==> config.mk <==
export PLATFORM = sky130hd
export DESIGN_NAME = fp_add_sequencer
export DESIGN_NICKNAME = d
export VERILOG_FILES = /design/src/rtl/fp_add_pkg.sv /design/src/rtl/fp_add_sequencer_align.sv /design/src/rtl/fp_add_sequencer.sv
export SDC_FILE = /design/constraint.sdc
export NUM_CORES = 1
export LEC_CHECK = 0
export CORE_MARGIN = 1
export CORE_UTILIZATION = 38
export DETAILED_ROUTE_END_ITERATION = 8
export HOLD_SLACK_MARGIN = 0.12
export MAX_ROUTING_LAYER = met4
export PLACE_DENSITY = 0.64
export SYNTH_ARGS = -nofsm -noshare
export SYNTH_HDL_FRONTEND = slang
export SYNTH_SLANG_ARGS = --single-unit
==> constraint.sdc <==
create_clock -name clk -period 6.2 [get_ports clk]
set_clock_uncertainty 0.05 [all_clocks]
set_input_delay 1.55 -clock clk [delete_from_list [all_inputs] [get_ports clk]]
set_output_delay 1.55 -clock clk [all_outputs]
set_load 0.05 [all_outputs]
==> src/rtl/fp_add_pkg.sv <==
// Shared types and constants for the single-precision add/sub sequencer.
package fp_add_pkg;

  localparam int unsigned MANT_W         = 24;
  localparam int unsigned GUARD_BITS_DEF = 2;

  localparam logic [7:0]  EXP_BIAS = 8'd127;
  localparam logic [7:0]  EXP_MAX  = 8'd255;
  localparam logic [31:0] QNAN     = 32'h7FC0_0000;
  localparam logic [31:0] POS_INF  = 32'h7F80_0000;

  function automatic int unsigned ext_width(input int unsigned guard_bits);
    return MANT_W + guard_bits;
  endfunction

  localparam int unsigned EXT_W_DEF = ext_width(GUARD_BITS_DEF);

  typedef enum logic [2:0] {
    IDLE,
    ALIGN,
    ADD,
    NORM,
    DONE
  } state_t;

endpackage

==> src/rtl/fp_add_sequencer_align.sv <==
// Combinational exponent compare and right-shift alignment of two unpacked operands.
module fp_align_stage
  import fp_add_pkg::*;
#(
  parameter int unsigned EXT_W = EXT_W_DEF
) (
  input  logic [7:0]        exp_a,
  input  logic [MANT_W-1:0] man_a,
  input  logic [7:0]        exp_b,
  input  logic [MANT_W-1:0] man_b,
  output logic [7:0]        exp_c,
  output logic [EXT_W-1:0]  ext_a,
  output logic [EXT_W-1:0]  ext_b,
  output logic              a_larger
);

  localparam int unsigned GUARD       = EXT_W - MANT_W;
  localparam logic [7:0]  SHIFT_LIMIT = 8'(EXT_W);

  logic [7:0]       diff;
  logic [EXT_W-1:0] full_a, full_b;

  always_comb begin
    a_larger = (exp_a >= exp_b);
    full_a   = EXT_W'(man_a) << GUARD;
    full_b   = EXT_W'(man_b) << GUARD;
    exp_c    = a_larger ? exp_a : exp_b;
    diff     = a_larger ? (exp_a - exp_b) : (exp_b - exp_a);
    ext_a    = full_a;
    ext_b    = full_b;
    if (diff > SHIFT_LIMIT) begin
      if (a_larger) ext_b = '0;
      else          ext_a = '0;
    end else if (a_larger) begin
      ext_b = full_b >> diff;
    end else begin
      ext_a = full_a >> diff;
    end
  end

endmodule

==> src/rtl/fp_add_sequencer.sv <==
// Multi-cycle IEEE-754 single add/sub: accept, align, signed-magnitude add,
// one-bit-per-cycle normalise; valid/ready handshakes on both sides.
module fp_add_sequencer
  import fp_add_pkg::*;
#(
  parameter int unsigned GUARD_BITS = GUARD_BITS_DEF
) (
  input  logic        clk,
  input  logic        rst_n,
  input  logic        in_valid,
  output logic        in_ready,
  input  logic [31:0] op_a,
  input  logic [31:0] op_b,
  input  logic        op_sub,
  output logic        out_valid,
  input  logic        out_ready,
  output logic [31:0] result,
  output logic        flag_ovf,
  output logic        flag_unf,
  output logic        flag_nan
);

  localparam int unsigned EXT_W = ext_width(GUARD_BITS);

  state_t state, state_next;

  logic [31:0]      a_q, b_q;
  logic [7:0]       exp_q;
  logic [EXT_W-1:0] big_q, small_q, mant_q;
  logic             sign_big_q, sign_small_q, sign_q;

  logic [7:0]        exp_a, exp_b, exp_c;
  logic [MANT_W-1:0] man_a, man_b;
  logic [EXT_W-1:0]  ext_a, ext_b;
  logic              a_larger, special;

  logic [EXT_W:0]   sum;
  logic             sum_sign, carry, add_zero, add_ovf;
  logic [EXT_W-1:0] add_mant, norm_mant;
  logic [8:0]       add_exp;
  logic [7:0]       norm_exp;
  logic             norm_unf;

  always_comb begin : unpack
    exp_a   = a_q[30:23];
    exp_b   = b_q[30:23];
    man_a   = (exp_a == '0) ? '0 : {1'b1, a_q[22:0]};
    man_b   = (exp_b == '0) ? '0 : {1'b1, b_q[22:0]};
    special = (exp_a == EXP_MAX) || (exp_b == EXP_MAX);
  end

  fp_align_stage #(
    .EXT_W (EXT_W)
  ) u_align (
    .exp_a    (exp_a),
    .man_a    (man_a),
    .exp_b    (exp_b),
    .man_b    (man_b),
    .exp_c    (exp_c),
    .ext_a    (ext_a),
    .ext_b    (ext_b),
    .a_larger (a_larger)
  );

  // Equal exponents can still leave the "small" operand with the larger magnitude.
  always_comb begin : arith
    sum_sign = sign_big_q;
    if (sign_big_q == sign_small_q) begin
      sum = {1'b0, big_q} + {1'b0, small_q};
    end else if (big_q >= small_q) begin
      sum = {1'b0, big_q - small_q};
    end else begin
      sum      = {1'b0, small_q - big_q};
      sum_sign = sign_small_q;
    end
    carry     = sum[EXT_W];
    add_mant  = carry ? sum[EXT_W:1] : sum[EXT_W-1:0];
    add_exp   = {1'b0, exp_q} + {8'b0, carry};
    add_zero  = (sum == '0);
    add_ovf   = carry && (add_exp[7:0] == EXP_MAX);
    norm_mant = mant_q << 1;
    norm_exp  = exp_q - 8'd1;
    norm_unf  = (norm_exp == '0);
  end

  always_ff @(posedge clk or negedge rst_n) begin : state_reg
    if (!rst_n) state <= IDLE;
    else        state <= state_next;
  end

  // An already-normalised sum packs straight from ADD, so NORM runs only for k > 0.
  always_comb begin : next_state
    state_next = state;
    case (state)
      IDLE:    if (in_valid) state_next = ALIGN;
      ALIGN:   state_next = special ? DONE : ADD;
      ADD:     state_next = (add_zero || add_ovf || add_mant[EXT_W-1]) ? DONE : NORM;
      NORM:    if (norm_unf || norm_mant[EXT_W-1]) state_next = DONE;
      DONE:    if (out_valid && out_ready) state_next = IDLE;
      default: state_next = IDLE;
    endcase
  end

  always_comb begin : outputs
    in_ready = (state == IDLE);
  end

  always_ff @(posedge clk or negedge rst_n) begin : datapath
    if (!rst_n) begin
      a_q          <= '0;
      b_q          <= '0;
      exp_q        <= '0;
      big_q        <= '0;
      small_q      <= '0;
      mant_q       <= '0;
      sign_big_q   <= 1'b0;
      sign_small_q <= 1'b0;
      sign_q       <= 1'b0;
      result       <= '0;
      flag_ovf     <= 1'b0;
      flag_unf     <= 1'b0;
      flag_nan     <= 1'b0;
      out_valid    <= 1'b0;
    end else begin
      case (state)
        IDLE: if (in_valid) begin
          a_q      <= op_a;
          b_q      <= {op_b[31] ^ op_sub, op_b[30:0]};
          flag_ovf <= 1'b0;
          flag_unf <= 1'b0;
          flag_nan <= 1'b0;
        end
        ALIGN: if (special) begin
          result   <= QNAN;
          flag_nan <= 1'b1;
        end else begin
          exp_q        <= exp_c;
          big_q        <= a_larger ? ext_a : ext_b;
          small_q      <= a_larger ? ext_b : ext_a;
          sign_big_q   <= a_larger ? a_q[31] : b_q[31];
          sign_small_q <= a_larger ? b_q[31] : a_q[31];
        end
        ADD: if (add_zero) begin
          result <= '0;
        end else if (add_ovf) begin
          result   <= {sum_sign, POS_INF[30:0]};
          flag_ovf <= 1'b1;
        end else begin
          sign_q <= sum_sign;
          exp_q  <= add_exp[7:0];
          mant_q <= add_mant;
          if (add_mant[EXT_W-1])
            result <= {sum_sign, add_exp[7:0], add_mant[EXT_W-2:GUARD_BITS]};
        end
        NORM: if (norm_unf) begin
          result   <= {sign_q, 31'b0};
          flag_unf <= 1'b1;
        end else begin
          exp_q  <= norm_exp;
          mant_q <= norm_mant;
          if (norm_mant[EXT_W-1])
            result <= {sign_q, norm_exp, norm_mant[EXT_W-2:GUARD_BITS]};
        end
        default: ;
      endcase
      out_valid <= (state == DONE) && !(out_valid && out_ready);
    end
  end

endmodule

==> flow_metrics.py, run 1 <==
metrics = {
    "run_status": {
        "outcome": "finished, final reports clean",
    },
    "clock_tree": {
        "clockBufferDepth": 2,
        "postCtsSetupBuffers": 0,
        "cts_resized": 0,
        "cts_hold_buf": 0,
        "cts_tree": "done",
        "root_buffer": "clkbuf_16",
        "cts_buffers": 17,
        "insertion_delay_ns": 0.48,
        "htreeDepth": 4,
        "clkSinkCount": 191,
        "cts.clk_slew.worst_paths_ns": 0.08,
    },
    "detailed_routing": {
        "dr.pass1.iters": 6,
        "drc": 0,
        "final_antenna_net_count": 0,
        "via_count": 14700,
        "drtIter0Drc": 1499,
        "routed_wl_mm": 52.6,
        "routed_via_density": 6.08,
        "wl_per_cell_um": 21.8,
    },
    "placed_design": {
        "numPortBuffers": 105,
        "gp_congestion": 0.994,
        "dp_hpwl_mm": 41.4,
    },
    "critical_path": {
        "crit_buf_inv": 2,
        "critPathSlowestCell": "or4_1",
        "crit_chain": "inv_1 > ha_1 > nand4_1 > nor4_1 > a32oi_1 > and4_1 > nand2_2 > mux2i_1 > xor2_1 > or4_1 > or4b_4 > nor4_1 > a21o_1 > a21o_1 > buf_4 > mux2_2",
        "rr_endpoint": "result[16]",
        "start_kind": "flip-flop",
        "crit_family": "simple AND/OR/NAND/NOR gates",
        "arrival_ns": 6.19,
        "worstPathMaxFanout": 22,
        "r2r_cells": 16,
        "critPathKind": "reg -> reg",
        "rrSetupSlack_ns": 0.32,
        "max_stage_delay_ns": 0.58,
        "regToRegStartpoint": "big_q[21]",
        "required_ns": 6.51,
        "critPathCaptureType": "flip-flop",
    },
    "floorplan": {
        "fp.coreArea_um2": 40700,
        "start_util_pct": 38.5,
        "ios": 106,
        "fp-row-count": 74,
        "die_h_um": 205,
        "die_x_um": 205,
        "dieArea_um2": 42100,
    },
    "global_route": {
        "grt_overflow": 0,
        "grt_start_max_net_pins": 140,
        "track_usage_pct": 26.2,
        "grt_pass1_vias": 14200,
        "antenna_found_initial": 1,
        "grt_pass1_wl_mm": 82.7,
    },
    "yosys": {
        "synth_area_per_cell_um2": 8.67,
        "syn_inst": 1810,
        "synthesis.area_um2": 15700,
        "async_flop_share_pct": 100,
        "synthTopCellsByArea": "dfrtp_1 (30%), mux2i_1 (8.9%), ha_1 (7.7%)",
        "netlist.area_leader.share_pct": 30.5,
        "synth_top_cells_by_count": "dfrtp_1 (191), a21oi_1 (152), mux2i_1 (140)",
        "ys_warn_count": 0,
        "synth.most_common_cell": "dfrtp_1",
        "synth.yosys.seq_area_share_pct": 30.5,
        "synth_cell_type_count": 82,
        "synthFlopType": "dfrtp_1",
        "yosysTopAreaCell": "dfrtp_1",
        "synth-edff-count": 0,
        "syn-num-nets": 1980,
        "yosys_register_bits": 191,
    },
    "run": {
        "cap_viol_max_count": 0,
    },
    "timing": {
        "timing.fmax_mhz": 170,
        "rsz0062_at_grt": "false",
        "maxSlewHeadroom_pct": 19.8,
        "fin_setup_tns_ns": 0,
        "worstMarginPinSlew_ns": 1.20,
        "min_period_ns": 5.88,
        "hold_viol": 0,
        "setup_viol": 0,
        "finalMaxSlewViolations": 0,
        "fin_crit_sh_pct": 94.9,
    },
    "cells_and_area": {
        "syn2layout_area_growth_pct": 14.6,
        "seq_area_um2": 4780,
        "final_layout_size_suffix_gt1_share_pct": 10.5,
        "n_fill_cell": 4002,
        "multi_input_area_um2": 10100,
        "nets": 2036,
        "top_regs": "a_q x32, b_q x32, result x32",
    },
    "hold_path": {
        "holdCritPathClass": "reg -> reg",
        "hp-start": "mant_q[22]",
        "worstHoldEndpoint": "mant_q[22]",
        "worst_hold_path.num_cells": 1,
    },
}
## kinds of logic (layout without fill, tap and decap cells)
logic type | after synthesis | after routing | synth area share [%]
AOI/OAI and AO/OA | 574 | 574 | 24.3
and+or+nand+nor | 447 | 447 | 13.8
buffers and inverters | 227 | 296 | 5.65
muxes | 226 | 226 | 15.1
DFF | 191 | 191 | 30.5
adders and majority gates | 101 | 101 | 8.30
xor gates and xnor gates | 44 | 44 | 2.46
other | 0 | 1 | 0
## layout by cell type (no fill, tap or decap), types with 11 or more instances in the layout
cell type	n
nor4_1	16
or3_1	11
dfrtp_1	191
nand4_1	24
nand2b_1	16
a32o_1	11
ha_1	95
a21o_1	43
inv_1	112
clkbuf_16	17
xnor2_1	28
mux2i_1	139
a211oi_1	21
a221oi_1	32
clkdlybuf4s50_1	104
nand3_1	32
a31oi_1	20
mux2_2	86
buf_4	44
o211ai_1	22
o22ai_1	26
xor2_1	13
o31ai_1	22
nand2_1	133
o21ai_0	114
a21oi_1	150
nor2b_1	12
o21bai_1	11
nor2_1	117
nor3_1	39
## area by class of cell
cell class / instances / share of cell area, %
multi-input cells: 1392 / 56.2
flip-flops and latches: 191 / 26.6
repair buffers: 151 / 7.93
well taps: 532 / 3.70
clock buffers: 19 / 2.46
inverters: 113 / 2.36
clock inverters: 13 / 0.696
diodes: 1 / 0.0139
## worst max path at each step
stage | from | to | slack (ns) | cells after the start
2_1_floorplan | big_q[11] | result[22] | 1.37 | 20
6_report | big_q[21] | result[16] | 0.32 | 16
5_1_grt | big_q[23] | result[13] | 0.05 | 16
3_3_place_gp | big_q[23] | result[30] | 0.63 | 16
4_1_cts | big_q[23] | result[16] | 0.47 | 16
3_5_place_dp | big_q[23] | result[16] | 0.50 | 16
## per-stage QoR
stage / std cells / hold WS, ns / utilization [%] / cell area (um2) / worst slack (ns)
floorplan: 1810 / 0.394 / - / 15700 / 1.37
global placement: 2379 / 0.406 / 42.7 / 17400 / 0.631
detailed placement: 2379 / 0.416 / 42.7 / 17400 / 0.499
CTS: 2411 / 0.433 / 44.1 / 18000 / 0.473
global route: 2412 / 0.447 / 44.1 / 18000 / 0.0546
finish: 2412 / 0.433 / 44.1 / 18000 / 0.317
## metal layers
layer  vias up  wire, um  GRT usage [%]
met1      7167     24400           35.2
met5         -         0              -
met2       569     23300           38.8
li1       6805         -              -
met4         0      2160           12.5
met3       125      2710           3.29
Power of run 1 is left out: the tool's default activity adds up to more than one toggle a clock period on the data nets, which glitch-free logic cannot reach.
==> inputs of run 2 (changes only) <==
--- a/config.mk
+++ b/config.mk
@@ -5,6 +5,7 @@
 export SDC_FILE = /design/constraint.sdc
 export NUM_CORES = 1
 export LEC_CHECK = 0
+export ABC_CLOCK_PERIOD_IN_PS = 6200
 export CORE_MARGIN = 1
 export CORE_UTILIZATION = 38
 export DETAILED_ROUTE_END_ITERATION = 8
==> results of run 2 <==
No change in the layout: final DEF, timing and power equal those of run 1.
Power of run 2 is left out for the same reason.
